`src/rtl/pipe_test_sequencer.sv`:
```
// pipe_test_sequencer: run control for the host pipe speed test.
// Generates a counting pattern towards the host and checks the returned stream.
module pipe_test_sequencer #(
  parameter int LEN_W = 32,
  parameter int CYC_W = 32
) (
  input  logic             sys_clk,
  input  logic             rstn,
  input  logic             start,
  input  logic             abort,
  input  logic [1:0]       mode,
  input  logic [LEN_W-1:0] length,
  output logic             f2p_wr_en,
  output logic [127:0]     f2p_din,
  input  logic             f2p_full,
  output logic             p2f_rd_en,
  input  logic [127:0]     p2f_dout,
  input  logic             p2f_empty,
  input  logic             p2f_valid,
  output logic             busy,
  output logic             done,
  output logic             aborted,
  output logic [LEN_W-1:0] wr_count,
  output logic [LEN_W-1:0] chk_count,
  output logic [31:0]      err_count,
  output logic [LEN_W-1:0] first_err_idx,
  output logic [CYC_W-1:0] cycles
);

  typedef enum logic [1:0] {
    S_IDLE,
    S_RUN,
    S_DONE
  } state_t;

  localparam logic [LEN_W-1:0] L_ONE =
    {{(LEN_W-1){1'b0}}, 1'b1};
  localparam logic [LEN_W-1:0] L_ALL = '1;
  localparam logic [CYC_W-1:0] C_ONE =
    {{(CYC_W-1){1'b0}}, 1'b1};
  localparam logic [CYC_W-1:0] C_ALL = '1;
  localparam logic [31:0] E_MAX = 32'hFFFF_FFFF;

  state_t           state;
  logic             gen_en_q;
  logic             chk_en_q;
  logic [LEN_W-1:0] len_q;
  logic [LEN_W-1:0] rd_issued;

  logic run;
  logic start_go;
  logic wr_go;
  logic rd_go;
  logic chk_go;
  logic mism;
  logic gen_fin;
  logic chk_fin;

  // Word k carries lanes 4k..4k+3, lowest value in the top lane.
  function automatic logic [127:0] pat(
    input logic [LEN_W-1:0] k
  );
    logic [31:0] b;
    b = 32'(k);
    b = {b[29:0], 2'b00};
    return {b, b | 32'd1, b | 32'd2, b | 32'd3};
  endfunction

  assign run      = (state == S_RUN);
  assign start_go = start &
                    ((state == S_IDLE) |
                     (state == S_DONE));

  assign wr_go = run & gen_en_q & ~f2p_full &
                 (wr_count < len_q);
  assign rd_go = run & chk_en_q & ~p2f_empty &
                 (rd_issued < len_q);
  assign chk_go = run & p2f_valid;
  assign mism   = (p2f_dout != pat(chk_count));

  assign gen_fin = ~gen_en_q | (wr_count == len_q);
  assign chk_fin = ~chk_en_q | (chk_count == len_q);

  assign f2p_wr_en = wr_go;
  assign p2f_rd_en = rd_go;

  // Run state machine with its registered status flags.
  always_ff @(posedge sys_clk or negedge rstn) begin
    if (!rstn) begin
      state    <= S_IDLE;
      busy     <= 1'b0;
      done     <= 1'b0;
      aborted  <= 1'b0;
      gen_en_q <= 1'b0;
      chk_en_q <= 1'b0;
      len_q    <= '0;
    end else begin
      unique case (state)
        S_IDLE, S_DONE: begin
          if (start) begin
            state    <= S_RUN;
            busy     <= 1'b1;
            done     <= 1'b0;
            aborted  <= 1'b0;
            gen_en_q <= mode[0];
            chk_en_q <= mode[1];
            len_q    <= length;
          end
        end
        S_RUN: begin
          if (abort) begin
            state   <= S_IDLE;
            busy    <= 1'b0;
            aborted <= 1'b1;
          end else if (gen_fin && chk_fin) begin
            state <= S_DONE;
            busy  <= 1'b0;
            done  <= 1'b1;
          end
        end
        default: begin
          state <= S_IDLE;
          busy  <= 1'b0;
          done  <= 1'b0;
        end
      endcase
    end
  end

  // Generator: count writes and precompute the next pattern word.
  always_ff @(posedge sys_clk or negedge rstn) begin
    if (!rstn) begin
      wr_count <= '0;
      f2p_din  <= pat('0);
    end else if (start_go) begin
      wr_count <= '0;
      f2p_din  <= pat('0);
    end else if (wr_go) begin
      wr_count <= wr_count + L_ONE;
      f2p_din  <= pat(wr_count + L_ONE);
    end
  end

  // Reads issued ahead of the data returning a cycle later.
  always_ff @(posedge sys_clk or negedge rstn) begin
    if (!rstn) begin
      rd_issued <= '0;
    end else if (start_go) begin
      rd_issued <= '0;
    end else if (rd_go) begin
      rd_issued <= rd_issued + L_ONE;
    end
  end

  // Checker: compare returned words and track errors.
  always_ff @(posedge sys_clk or negedge rstn) begin
    if (!rstn) begin
      chk_count     <= '0;
      err_count     <= '0;
      first_err_idx <= L_ALL;
    end else if (start_go) begin
      chk_count     <= '0;
      err_count     <= '0;
      first_err_idx <= L_ALL;
    end else if (chk_go) begin
      chk_count <= chk_count + L_ONE;
      if (mism) begin
        if (err_count != E_MAX) begin
          err_count <= err_count + 32'd1;
        end
        if (first_err_idx == L_ALL) begin
          first_err_idx <= chk_count;
        end
      end
    end
  end

  // Saturating count of cycles spent in RUN.
  always_ff @(posedge sys_clk or negedge rstn) begin
    if (!rstn) begin
      cycles <= '0;
    end else if (start_go) begin
      cycles <= '0;
    end else if (run && cycles != C_ALL) begin
      cycles <= cycles + C_ONE;
    end
  end

endmodule

```
`config.mk`:
```
export PLATFORM = sky130hd
export DESIGN_NAME = pipe_test_sequencer
export DESIGN_NICKNAME = d
export VERILOG_FILES = /design/src/rtl/pipe_test_sequencer.sv
export SDC_FILE = /design/constraint.sdc
export NUM_CORES = 1
export LEC_CHECK = 0
export BUFFER_PORTS_ARGS = -buffer_cell sky130_fd_sc_hd__buf_2
export CAP_MARGIN = 20
export CORE_AREA = 2 2 179 181
export CTS_CLUSTER_DIAMETER = 80
export DETAILED_ROUTE_END_ITERATION = 8
export DIE_AREA = 0 0 181 183
export PLACE_DENSITY = 0.84
export SETUP_SLACK_MARGIN = 0.02
export SYNTH_ARGS = -nofsm -noshare
export SYNTH_HDL_FRONTEND = slang
export SYNTH_SLANG_ARGS = --single-unit
export TNS_END_PERCENT = 5
```
`constraint.sdc`:
```
create_clock -name sys_clk -period 5.3 [get_ports sys_clk]
set_input_delay 1.06 -clock sys_clk [delete_from_list [all_inputs] [get_ports sys_clk]]
set_output_delay 1.06 -clock sys_clk [all_outputs]
set_load 0.02 [all_outputs]
```
======== Word-level counts from Yosys, hierarchy flattened ========
Index checks and enable logic that the tools add are counted.
cells by class
  muxes and demuxes ....................... 32
  equal/unequal tests ..................... 13
  reduce and logical (&&, ||, !) cells .... 18
  order comparisons ....................... 2
  bitwise logic cells ..................... 15
  add/sub/neg operators ................... 5
operators by type and width
  kind                                                              number
  32-bit 2-to-1 mux                                                 16
  128-bit 2-to-1 mux                                                2
  32-bit by 1-bit adder with 32-bit output (second input constant)  5
  128-bit != test                                                   1
  32-bit == test                                                    2
  32-bit < comparator                                               2
  32-bit != test (second input constant)                            2
  32-bit == test (second input constant)                            1
  2-bit nonzero test                                                8
  3-bit AND reduction                                               4
  1-bit AND                                                         8
  1-bit 2-to-1 mux                                                  7
  2-bit 2-to-1 mux                                                  3
  2-bit != test (second input constant)                             3
  1-bit one-hot mux with 2 select lines                             3
  1-bit NOT                                                         4
  2-bit one-hot mux with 2 select lines                             1
  2-bit AND reduction                                               2
  3-bit by 2-bit != test with 1-bit output (second input constant)  1
  1-bit bitwise OR                                                  3
  2-bit by 1-bit == test with 1-bit output (second input constant)  1
  2-bit == test (second input constant)                             1
  1-bit logical AND                                                 2
  2-bit logical NOT                                                 1
  2 further kinds                                                   2
storage, ports and cells
  logic and storage cells ................. 99
  output and inout bits ................... 293
  register bits ........................... 359

======== Longest topological paths before layout ========
  word-level depth ........................ 6
  mapped depth ............................ 12
  mapped depth without buffers ............ 10

======== Least setup slack after synthesis ========
No wires, ideal clock.
  path kind ............................... register to output
  from .................................... reg wr_count[1]
  to ...................................... out f2p_wr_en
  cell stages (with the launch flop) ...... 9
  setup slack ............................. 1.880 ns
  data required time ...................... 4.240 ns
  arrival ................................. 2.360 ns
  cells stage by stage .................... dfrtp_1 -> ha_1 -> nor2b_1 -> o211ai_1 -> a21oi_1 -> o311a_1 -> or3_1 -> clkbuf_1 -> inv_1
on the way
  word-level cells in the longest chain between the ends .. 2
ends and longest elaborated chain
  item                      line  text
  start: declaration        23    output logic [LEN_W-1:0] wr_count,
  start signal: assignment  139   wr_count <= wr_count + L_ONE;
  32-bit < comparator       75    (wr_count < len_q);
  1-bit AND                 74    assign wr_go = run & gen_en_q & ~f2p_full &
  end: declaration          13    output logic f2p_wr_en,
Every way passes these cells.

======== Final worst setup path ========
  from .................................... reg len_q[27]
  to ...................................... out p2f_rd_en
on the way
  word-level cells in the longest chain between the ends .. 2
ends and longest elaborated chain
  item                      line  text
  start: declaration        47    logic [LEN_W-1:0] len_q;
  start signal: assignment  107   len_q <= length;
  32-bit < comparator       77    (rd_issued < len_q);
  1-bit AND                 76    assign rd_go = run & chk_en_q & ~p2f_empty &
  end: declaration          16    output logic p2f_rd_en,
Every way passes these cells.

==> impl_metrics.toml <==
[final_layout]
nets = 2412
final_cell_count_no_fill = 2606
final_common_cell = "buf_2"
mostFrequentLayoutCells = "buf_2, dfrtp_1, nand2_1"
drive_gt1_share_pct = 25.9
synthToLayoutAreaGrowth_pct = 15.7

[detailed_routing]
wl_um = 57300
antenna_left = 0
drtIter0Drc = 1676
vias_per_cell = 6.23
post-route-drc-count = 0
first_pass_iters = 6
vias = 16245
wire_per_inst_um = 22.0

[synth]
synth_seq_cells = 231
syn_avg_cell_area_um2 = 8.40
synth-edff-count = 0
synth_ff_type = "dfrtp_1"
synth.distinct_cells = 72
synth_area_leaders = "dfrtp_1, buf_4, ha_1, dfstp_2, xnor2_1"
yosysTopAreaCell = "dfrtp_1"
yosysSeqAreaShare_pct = 36.6
syn_inst = 1894
async_flop_share_pct = 100
synth_top_area_share_pct = 31.3
yosysWarnings = 0
synth_area_um2 = 15900

[cts]
cts-resized-gates = 0
cts_buffer_depth = 3
cts_tree = "yes"
cts.reportedPaths.clkPinSlew_ns = 0.06
insertion_delay_ns = 0.54
clock_sinks = 231
cts_setup_buffers = 0
cts_hold_buf = 0
htreeDepth = 1
clock_tree.root_cell = "clkbuf_16"
cts_buffers = 26

[placed_design]
port_buffers = 453
routabilityCongestion = 1.03
place_hpwl_um = 42400
place_ws_ns = 1.22
placedCellCount = 2548

[timing]
hold_ws_ns = 0.514
relSlewSlack_pct = 33.6
skew_ns = 0.0189
setup_tns_ns = 0
rsz0062_at_grt = "false"
finalCritPeriodShare_pct = 86.0
worst_slack_ns = 0.740
hold_violations = 0
max_freq_mhz = 219
worst_slew_pin_slew_ns = 0.993
period_needed_ns = 4.56
setup_viol = 0
slew_viol_final = 0

[setup_path]
cp_max_fo = 40
worstSetupPathType = "register to primary output"
crit_buf_inv = 2
cpPeakStageDelay_ns = 0.63
endpoint_kind = "primary output"
cp_slowest_cell = "or2_2"
critPathArrivalTime_ns = 3.50
cp_common_cell = "nand4_1"
required_ns = 4.24
path_delay_family = "simple AND/OR/NAND/NOR gates"
path_cells = "inv_1, ha_1, nand4_1, nor4_1, a22oi_1, nand4_1, or2_2, nor2_1, buf_2"
startpoint_type = "register"

[floorplan]
initial_utilization_pct = 51.0
core_um2 = 31200
die_y_um = 183
fp.dieW_um = 181
num_rows = 65
die-area_um2 = 33100
ios = 462

[power]
peakVddDrop_mv = 0.262
power.share.switching_pct = 35.5
p_seq_share_pct = 41.7
switchingPower_mw = 1.96
p_per_area_nw_per_um2 = 299
comb_power_share_pct = 25.3
p_int_mw = 3.56
leakagePower_nw = 8.95
p_clk_share_pct = 33.0

[global_route]
grt_max_degree = 128
globalRouteOverflowTotal = 0
grt_pass1_wl_um = 86500
antenna_found_initial = 8
grt_pass1_vias = 15187
track_usage_pct = 33.2

[hold_path]
min_path_type = "register to register"

[flow_run]
maxCapViolCount = 0

[run_status]
outcome = "finished clean"
==> cell type report <==
type | instances | area, um^2
Multi-Input combinational cell | 1372 | 8510
Clock buffer | 36 | 769
Inverter | 74 | 278
Clock inverter | 12 | 90.1
Fill cell | 2772 | 12800
Antenna cell | 9 | 22.5
Tap cell | 402 | 503
Timing Repair Buffer | 470 | 2430
Sequential cell | 231 | 5820
==> through the flow <==
step           util, %  cell area (um^2)  power, mW
3_5_place_dp      56.1             17500       3.69
4_1_cts           58.9             18400       5.49
3_3_place_gp      56.1             17500       3.63
2_1_floorplan        -             15900       3.11
5_1_grt           59.0             18400       5.74
6_report          59.0             18400       5.51
==> registers in the layout, summed over array words and instances (netlist names) <==
| name | count |
|---|---|
| gen_en_q | 1 |
| chk_count | 32 |
| first_err_idx | 32 |
| state | 2 |
| cycles | 32 |
| busy | 1 |
| aborted | 1 |
| done | 1 |
| rd_issued | 32 |
| len_q | 32 |
| chk_en_q | 1 |
| err_count | 32 |
| wr_count | 32 |
==> cells in the mapped netlist, drive strengths merged (4+ instances only) <==
library cell	instances
a2111oi	8
a211o	6
a211oi	15
a21o	27
a21oi	106
a221o	8
a31oi	45
and2	11
and3	47
and4	12
buf	152
clkbuf	71
dfrtp	199
dfstp	32
ha	68
inv	74
mux2i	5
nand2	160
nand2b	38
nand3	79
nand3b	4
nand4	83
nor2	159
nor2b	18
nor3	49
nor4	38
nor4b	6
o2111ai	6
o211a	4
o211ai	7
o21ai	104
o22ai	8
o31ai	26
o41ai	9
or2	6
or3	41
or4	15
xnor2	85
xor2	26
==> layer usage <==
| metal | vias to the layer above | part of all wire [%] | track usage, % |
|---|---|---|---|
| met4 | 0 | 5.6 | 17.5 |
| met5 | - | 0 | 0 |
| met3 | 173 | 9.8 | 6.49 |
| met1 | 7806 | 38 | 41.6 |
| met2 | 998 | 47 | 54.6 |
| li1 | 7268 | - | - |
==> power groups by stage <==
stage / clock network [mW] / registers (mW) / logic (mW)
after floorplan: 0 / 2.36 / 0.748
after global placement: 0 / 2.30 / 1.33
after detailed placement: 0 / 2.31 / 1.37
after CTS: 1.83 / 2.28 / 1.38
after global routing: 1.91 / 2.32 / 1.51
final: 1.82 / 2.30 / 1.40
==> logic make-up after synthesis <==
logic type,after synthesis,share of synthesized area (%)
mux,6,0.385
simple gates,775,25.2
buf+inv,297,10.2
compound gates,404,16.1
xor+xnor,111,6.11
other cells,2,0.0472
fa+ha+maj,68,5.35
flops,231,36.6
==> worst min-delay path, stage by stage (launching register included) <==
cell and delay (ns):
dfstp_2 0.37, nor2_1 0.09, a21oi_1 0.04
==> path summary, 6_finish.rpt <==
path	start	to	slack, ns	depth (start not counted)
max	len_q[27]	p2f_rd_en	0.74	9
min	first_err_idx[21]	first_err_idx[21]	0.51	2
max reg2reg	chk_count[22]	err_count[19]	1.46	8
min reg2reg	first_err_idx[21]	first_err_idx[21]	0.51	2
max in group asynchronous	rstn	chk_count[9]	3.63	2
min in group asynchronous	rstn	err_count[15]	0.67	1
(Power assumes the default switching activity.)
